===== config.mk =====
export PLATFORM = sky130hd
export DESIGN_NAME = bias_fetch_sched
export DESIGN_NICKNAME = d
export VERILOG_FILES = /design/src/rtl/bias_fetch_sched.sv
export SDC_FILE = /design/constraint.sdc
export NUM_CORES = 1
export LEC_CHECK = 0
export BUFFER_PORTS_ARGS = -buffer_cell sky130_fd_sc_hd__buf_2
export CORE_ASPECT_RATIO = 1.4
export CORE_MARGIN = 2
export CORE_UTILIZATION = 43
export CTS_CLUSTER_SIZE = 30
export DETAILED_ROUTE_END_ITERATION = 6
export PLACE_DENSITY = 0.77
export SYNTH_ARGS = -nofsm -noshare
export SYNTH_HDL_FRONTEND = slang
export SYNTH_SLANG_ARGS = --single-unit
export TNS_END_PERCENT = 50

===== constraint.sdc =====
create_clock -name clk -period 5 [get_ports clk]
set_clock_uncertainty 0.1 [all_clocks]
set_input_delay 0.75 -clock clk [delete_from_list [all_inputs] [get_ports clk]]
set_output_delay 0.75 -clock clk [all_outputs]
set_load 0.03 [all_outputs]

===== src/rtl/bias_fetch_sched.sv =====
// Bias ROM fetch sequencer: walks the 4-port bias ROM in groups of four lanes
// up to a latched neuron count and presents each group on a valid/ready stage.
module bias_fetch_sched #(
    parameter int DEPTH = 128,
    parameter int LANES = 4,
    parameter int AW    = 7,
    parameter int DW    = 32
) (
    input  logic                  clk,
    input  logic                  rst,
    input  logic                  start,
    input  logic                  abort,
    input  logic [7:0]            n_out,
    output logic [AW-1:0]         rom_a1,
    output logic [AW-1:0]         rom_a2,
    output logic [AW-1:0]         rom_a3,
    output logic [AW-1:0]         rom_a4,
    input  logic [LANES*DW-1:0]   rom_bias,
    output logic [LANES*DW-1:0]   bias_out,
    output logic [LANES-1:0]      bias_mask,
    output logic                  bias_valid,
    input  logic                  bias_ready,
    output logic                  bias_last,
    output logic                  busy,
    output logic                  done
);

    localparam logic [7:0] MAX_CNT = 8'(DEPTH);
    localparam logic [7:0] STEP    = 8'(LANES);

    typedef enum logic [1:0] {S_IDLE, S_RUN, S_DRAIN} state_t;

    state_t               r_state;
    state_t               w_next;
    logic [7:0]           r_cnt;
    logic [7:0]           r_base;
    logic [LANES*DW-1:0]  r_out;
    logic [LANES-1:0]     r_mask;
    logic                 r_valid;
    logic                 r_last;
    logic                 r_done;
    logic                 r_zero_pend;

    logic [7:0]           w_clamp;
    logic                 w_load;
    logic                 w_final;
    logic                 w_drain_hs;
    logic [LANES-1:0]     w_lane_ok;
    logic [AW-1:0]        w_addr [LANES];

    assign w_clamp    = (n_out > MAX_CNT) ? MAX_CNT : n_out;
    assign w_load     = (r_state == S_RUN) && (!r_valid || bias_ready);
    assign w_final    = (r_base + STEP) >= r_cnt;
    assign w_drain_hs = (r_state == S_DRAIN) && r_valid && bias_ready;

    // Out-of-range lanes read address 0 so the ROM never sees an illegal index.
    always_comb begin
        for (int k = 0; k < LANES; k++) begin
            w_lane_ok[k] = (r_state == S_RUN) && ((r_base + 8'(k)) < r_cnt);
            w_addr[k]    = w_lane_ok[k] ? AW'(r_base + 8'(k)) : '0;
        end
    end

    assign rom_a1 = w_addr[0];
    assign rom_a2 = w_addr[1];
    assign rom_a3 = w_addr[2];
    assign rom_a4 = w_addr[3];

    always_ff @(posedge clk or posedge rst) begin
        if (rst) r_state <= S_IDLE;
        else     r_state <= w_next;
    end

    // NOTE: every combinational output gets a default before the case so no latch is inferred.
    always_comb begin
        w_next = r_state;
        case (r_state)
            S_IDLE:  if (start && (w_clamp != 8'd0)) w_next = S_RUN;
            S_RUN:   if (w_load && w_final)          w_next = S_DRAIN;
            S_DRAIN: if (w_drain_hs)                 w_next = S_IDLE;
            default:                                 w_next = S_IDLE;
        endcase
        if (abort) w_next = S_IDLE;
    end

    // NOTE: sequential state uses non-blocking assignments so all registers update from pre-edge values.
    always_ff @(posedge clk or posedge rst) begin
        if (rst) begin
            r_cnt       <= '0;
            r_base      <= '0;
            r_out       <= '0;
            r_mask      <= '0;
            r_valid     <= 1'b0;
            r_last      <= 1'b0;
            r_done      <= 1'b0;
            r_zero_pend <= 1'b0;
        end else if (abort) begin
            r_base      <= '0;
            r_out       <= '0;
            r_mask      <= '0;
            r_valid     <= 1'b0;
            r_last      <= 1'b0;
            r_done      <= 1'b0;
            r_zero_pend <= 1'b0;
        end else begin
            // A zero-length run reports done one cycle after the start is taken.
            r_done      <= r_zero_pend || w_drain_hs;
            r_zero_pend <= 1'b0;
            case (r_state)
                S_IDLE: begin
                    if (start) begin
                        r_cnt       <= w_clamp;
                        r_base      <= '0;
                        r_zero_pend <= (w_clamp == 8'd0);
                    end
                end
                S_RUN: begin
                    if (w_load) begin
                        for (int k = 0; k < LANES; k++) begin
                            r_out[k*DW +: DW] <= w_lane_ok[k] ? rom_bias[k*DW +: DW] : '0;
                        end
                        r_mask  <= w_lane_ok;
                        r_valid <= 1'b1;
                        r_last  <= w_final;
                        r_base  <= r_base + STEP;
                    end
                end
                S_DRAIN: begin
                    if (w_drain_hs) r_valid <= 1'b0;
                end
                default: ;
            endcase
        end
    end

    assign bias_out   = r_out;
    assign bias_mask  = r_mask;
    assign bias_valid = r_valid;
    assign bias_last  = r_last;
    assign busy       = (r_state != S_IDLE);
    assign done       = r_done;

endmodule


Word-level counts from Yosys, hierarchy flattened

Cells that the tools add are included.

Bits in registers: 154
Bits of input ports: 141
Output and inout port bits: 164
Word-level logic and storage cells: 87

Add/subtract/negate cells: 4
Magnitude comparators: 6
Equality and inequality tests: 7
Muxes and demuxes: 35
Bitwise logic cells: 1
Reduce and logical (&&, ||, !) cells: 25

Operator list:

| cell                  | number |
|---|---|
| $mux W128             | 3 |
| $mux W32              | 4 |
| $lt A8 B8 Y1          | 4 |
| $mux W8               | 4 |
| $mux W7               | 4 |
| $add A8 B2 Y8 const B | 2 |
| $pmux W8 S2           | 1 |
| $mux W4               | 3 |
| $ne A3 B3 Y1 const B  | 4 |
| $reduce_and A3 Y1     | 4 |
| $mux W1               | 10 |
| $logic_and A1 B1 Y1   | 9 |
| $add A8 B1 Y8 const B | 1 |
| $add A8 B3 Y8 const B | 1 |
| $ge A8 B8 Y1          | 1 |
| $gt A8 B8 Y1 const B  | 1 |
| $logic_not A8 Y1      | 1 |
| $mux W2               | 4 |
| $reduce_bool A8 Y1    | 1 |
| $pmux W2 S3           | 1 |
| $reduce_bool A2 Y1    | 3 |
| $reduce_bool A3 Y1    | 2 |
| $ne A3 B2 Y1 const B  | 1 |
| $eq A2 B1 Y1 const B  | 1 |
| other kinds (7)       | 8 |

Longest topological paths before layout

Depth in word-level cells: 7
Gate-level depth with buffers: 9
Depth with buffers taken out: 8

Least setup slack after synthesis

No wires, ideal clock.

Path kind: register to output
Start: register r_base[5]
End: output port rom_a3[3]
Arrival: 2530 ps
Data required time: 4150 ps
Path slack: 1620 ps
Cell stages (with the launch flop): 10
Buffers on the path: 4
Cell sequence: dfrtp_1 clkbuf_1 clkbuf_1 ha_1 nand3b_1 a2111oi_0 nor4_1 buf_2 buf_2 nor3b_1

Word-level cells in the longest chain between the ends: 4

Ends and longest elaborated chain:

| item                     | RTL line | source |
|---|---|---|
| start: declaration       | 36       | `logic [7:0] r_base;` |
| start signal: assignment | 125      | `r_base <= r_base + STEP;` |
| $add A8 B2 Y8            | -        |  |
| $lt A8 B8 Y1             | 59       | `w_lane_ok[k] = (r_state == S_RUN) && ((r_base + 8'(k)) < r_cnt);` |
| $logic_and A1 B1 Y1      | 59       |  |
| $mux W7                  | 60       | `w_addr[k] = w_lane_ok[k] ? AW'(r_base + 8'(k)) : '0;` |
| end: declaration         | 16       | `output logic [AW-1:0] rom_a3,` |

Every way passes these cells.

Final worst setup path

Start: register r_base[4]
End: output port rom_a4[2]

Word-level cells in the longest chain between the ends: 4

Ends and longest elaborated chain:

| item                | RTL line | source |
|---|---|---|
| $add A8 B2 Y8       | -        |  |
| $lt A8 B8 Y1        | 59       |  |
| $logic_and A1 B1 Y1 | 59       |  |
| $mux W7             | 60       |  |
| end: declaration    | 17       | `output logic [AW-1:0] rom_a4,` |

Every way passes these cells.

==> impl_metrics.env <==
export IMPL_status="complete, no violations"
export IMPL_cp_slowest_cell="dfrtp_1"
export IMPL_final_area_mm2=0.00898
export IMPL_dr_pass1_iters=5
export IMPL_first_global_vias=5909
export IMPL_ys_ff_latch=152
export IMPL_multi_input_area_mm2=0.00263
export IMPL_cts_hold_buf=0
export IMPL_fin_nets=1071
export IMPL_cp_max_fo=11
export IMPL_power_frac_comb_pct=25.3
export IMPL_fin_crit_ps=3760
export IMPL_layout_commonest_cell="buf_2"
export IMPL_critPathLaunchType="flop"
export IMPL_seq_power_share_pct=39.8
export IMPL_grt_max_degree=112
export IMPL_tightest_slew_ps=998
export IMPL_placed_area_mm2=0.00841
export IMPL_cts_resized_gates=0
export IMPL_worstSetupPathType="flop to primary output"
export IMPL_power_frac_clock_pct=34.8
export IMPL_detail_route_antenna_nets=0
export IMPL_drc=0
export IMPL_yosysSeqAreaShare_pct=55.6
export IMPL_synthArstFlopShare_pct=100
export IMPL_rr_startpoint="r_state[1]$_DFFE_PP0P_"
export IMPL_synth_top_area_cell="dfrtp_1"
export IMPL_power_mw=3.52
export IMPL_cts_made_buffers=17
export IMPL_grt_overflow=0
export IMPL_first_iter_violations=481
export IMPL_timing_final_crit_share_pct=75.2
export IMPL_whs_endpoint="bias_out[91]$_DFFE_PP0P_"
export IMPL_critPathCaptureType="primary output"
export IMPL_grt_total_usage_pct=23.4
export IMPL_die_y_um=153
export IMPL_cts_setup_buffers=0
export IMPL_syn_area_mm2=0.00685
export IMPL_swShare_pct=35.5
export IMPL_whs_ps=371
export IMPL_cts_num_sinks=152
export IMPL_regArea_mm2=0.00380
export IMPL_r2r_slack_ps=2040
export IMPL_dr_total_vias=5962
export IMPL_synth_area_leaders="dfrtp_1 (56%), a22o_1 (8.8%), nand2_1 (4.7%)"
export IMPL_power_density_mw_per_mm2=392
export IMPL_drive_above_1_share_pct=38.7
export IMPL_final_max_slew_viol_count=0
export IMPL_synth_top_cell_area_share_pct=55.6
export IMPL_syn_to_final_growth_pct=31.2
export IMPL_ir_worst_vdd_mv=0.237
export IMPL_final_hold_viol_count=0
export IMPL_htree_levels=4
export IMPL_final_cell_mix="buf_2 (300), dfrtp_1 (152), nand2_1 (85)"
export IMPL_required_ps=4150
export IMPL_grt_pass1_wl_um=32000
export IMPL_cap_violations=0
export IMPL_start_util_pct=43.9
export IMPL_antenna_found_initial=1
export IMPL_worst_skew_pair_late_latency_ps=410
export IMPL_hp_class="flop to flop"
export IMPL_max_freq_ghz=0.266
export IMPL_viasPerCell=5.34
export IMPL_cts_buffer_depth=2
export IMPL_die_x_um=111
export IMPL_crit_chain="ha_1 -> a21o_1 -> o2111a_1 -> a311oi_2 -> and2_1 -> buf_2"
export IMPL_synth_edff_count=0
export IMPL_p_int_mw=2.27
export IMPL_place_congestion=0.843
export IMPL_netlist_instances=633
export IMPL_core_mm2=0.0156
export IMPL_min_path_cells=2
export IMPL_slew_headroom_pct=33.5
export IMPL_pre_cts_slack_ps=1660
export IMPL_r2r_cells=5
export IMPL_worstPathArrival_ps=2910
export IMPL_ios=305
export IMPL_setup_viol=0
export IMPL_max_stage_delay_ps=620
export IMPL_setup_tns_final_ps=0
export IMPL_syn_avg_cell_area_um2=10.8
export IMPL_r2r_end="bias_out[109]$_DFFE_PP0P_"
export IMPL_io_buffers=300
export IMPL_synth_cell_type_count=50
export IMPL_tritoncts="yes"
export IMPL_dieArea_mm2=0.0170
export IMPL_ys_warn_count=0
export IMPL_ys_flop_type="dfrtp_1"
export IMPL_rows=54
export IMPL_path_clk_slew_ps=60
export IMPL_avgRoutedWirePerCell_um=18.0
export IMPL_cts_root_buf="clkbuf_16"
export IMPL_rsz0062_at_grt="no"
export IMPL_post_dp_hpwl_um=14300
export IMPL_postRouteWirelength_um=20100
export IMPL_switching_power_mw=1.25
export IMPL_num_fill_cells=1382
export IMPL_leakage_nw=4.94
export IMPL_finalWorstSetupSlack_ps=1240
export IMPL_min_delay_start="bias_out[91]$_DFFE_PP0P_"
cells by family after synthesis:
kind of cell / count (synthesis) / share of synthesized area, %
and+or+nand+nor: 178 / 13.5
AOI/OAI and AO/OA: 175 / 19.4
DFF: 152 / 55.6
buffers and inverters: 99 / 6.60
adders and majority gates: 23 / 4.20
xor gates and xnor gates: 4 / 0.512
other: 1 / 0.0548
muxes: 1 / 0.164
cell type report:
type,instances,area share (%)
inverters,41,1.77
clock inverters,14,1.41
flip-flops and latches,152,42.3
repair buffers,310,17.6
clock buffers,18,4.89
well taps,196,2.73
diodes,1,0.0279
multi-input cells,385,29.3
sequential cells by signal (all words and copies together) (netlist names):
register and flops:
bias_last 1, bias_mask 4, bias_out 128, bias_valid 1
done 1, r_base 6, r_cnt 8, r_state 2
r_zero_pend 1
power by group through the flow:
stage / Sequential (mW) / Clock, mW / Combinational, mW
after global routing: 1.42 / 1.31 / 0.963
after CTS: 1.40 / 1.25 / 0.897
after detailed placement: 1.43 / 0 / 0.892
final: 1.40 / 1.23 / 0.892
after global placement: 1.42 / 0 / 0.881
after floorplan: 1.61 / 0 / 0.428
metrics by stage:
stage / std cells / util [%]
after floorplan: 636 / -
after global placement: 1084 / 53.9
after detailed placement: 1084 / 53.9
after CTS: 1116 / 57.5
after global routing: 1117 / 57.6
final: 1117 / 57.6
critical path, delay by kind of cell (launching register included):
family | cells | cell delay (ps)
flops | 1 | 620
simple gates | 1 | 240
compound gates | 3 | 1080
buf+inv | 1 | 200
fa+ha+maj | 1 | 360
per-layer routing:
metal / vias to the layer above / GRT usage, % / wire length (µm)
met5: - / 0 / 0
met4: 0 / 9.46 / 645
met3: 43 / 4.96 / 1020
met2: 233 / 40.4 / 10400
met1: 2882 / 28.6 / 8010
li1: 2804 / - / -
synth_stat cells (2+ instances only):
master	count
nand3_1	3
nand3b_1	3
o21ai_1	36
o211a_1	2
ha_1	23
inv_1	41
buf_4	10
a31oi_1	2
nand4_1	33
nor3_1	5
o31ai_1	35
nand2b_1	8
and3_1	2
a21oi_1	7
xnor2_1	3
a21o_1	5
o21ai_0	6
clkbuf_1	26
buf_2	16
dfrtp_1	152
and2_1	9
buf_6	3
o211ai_1	2
a22o_1	69
nor4_1	3
buf_1	3
nor2_1	10
nor2b_1	3
nand2_1	85
nor3b_1	8
worst max-delay path by stage:
stage                          startpoint                     to  slack (ps)  cells past startpoint
global route        r_base[4]$_DFFE_PP0P_              rom_a4[2]        1090                      6
global placement    r_base[4]$_DFFE_PP0P_              rom_a4[2]        1680                      6
CTS                 r_base[4]$_DFFE_PP0P_              rom_a4[2]        1220                      6
finish              r_base[4]$_DFFE_PP0P_              rom_a4[2]        1240                      6
detailed placement  r_base[4]$_DFFE_PP0P_              rom_a4[2]        1660                      6
floorplan                             rst  bias_last$_DFFE_PP0P_          60                      1
Power figures use the tool's default switching activity.
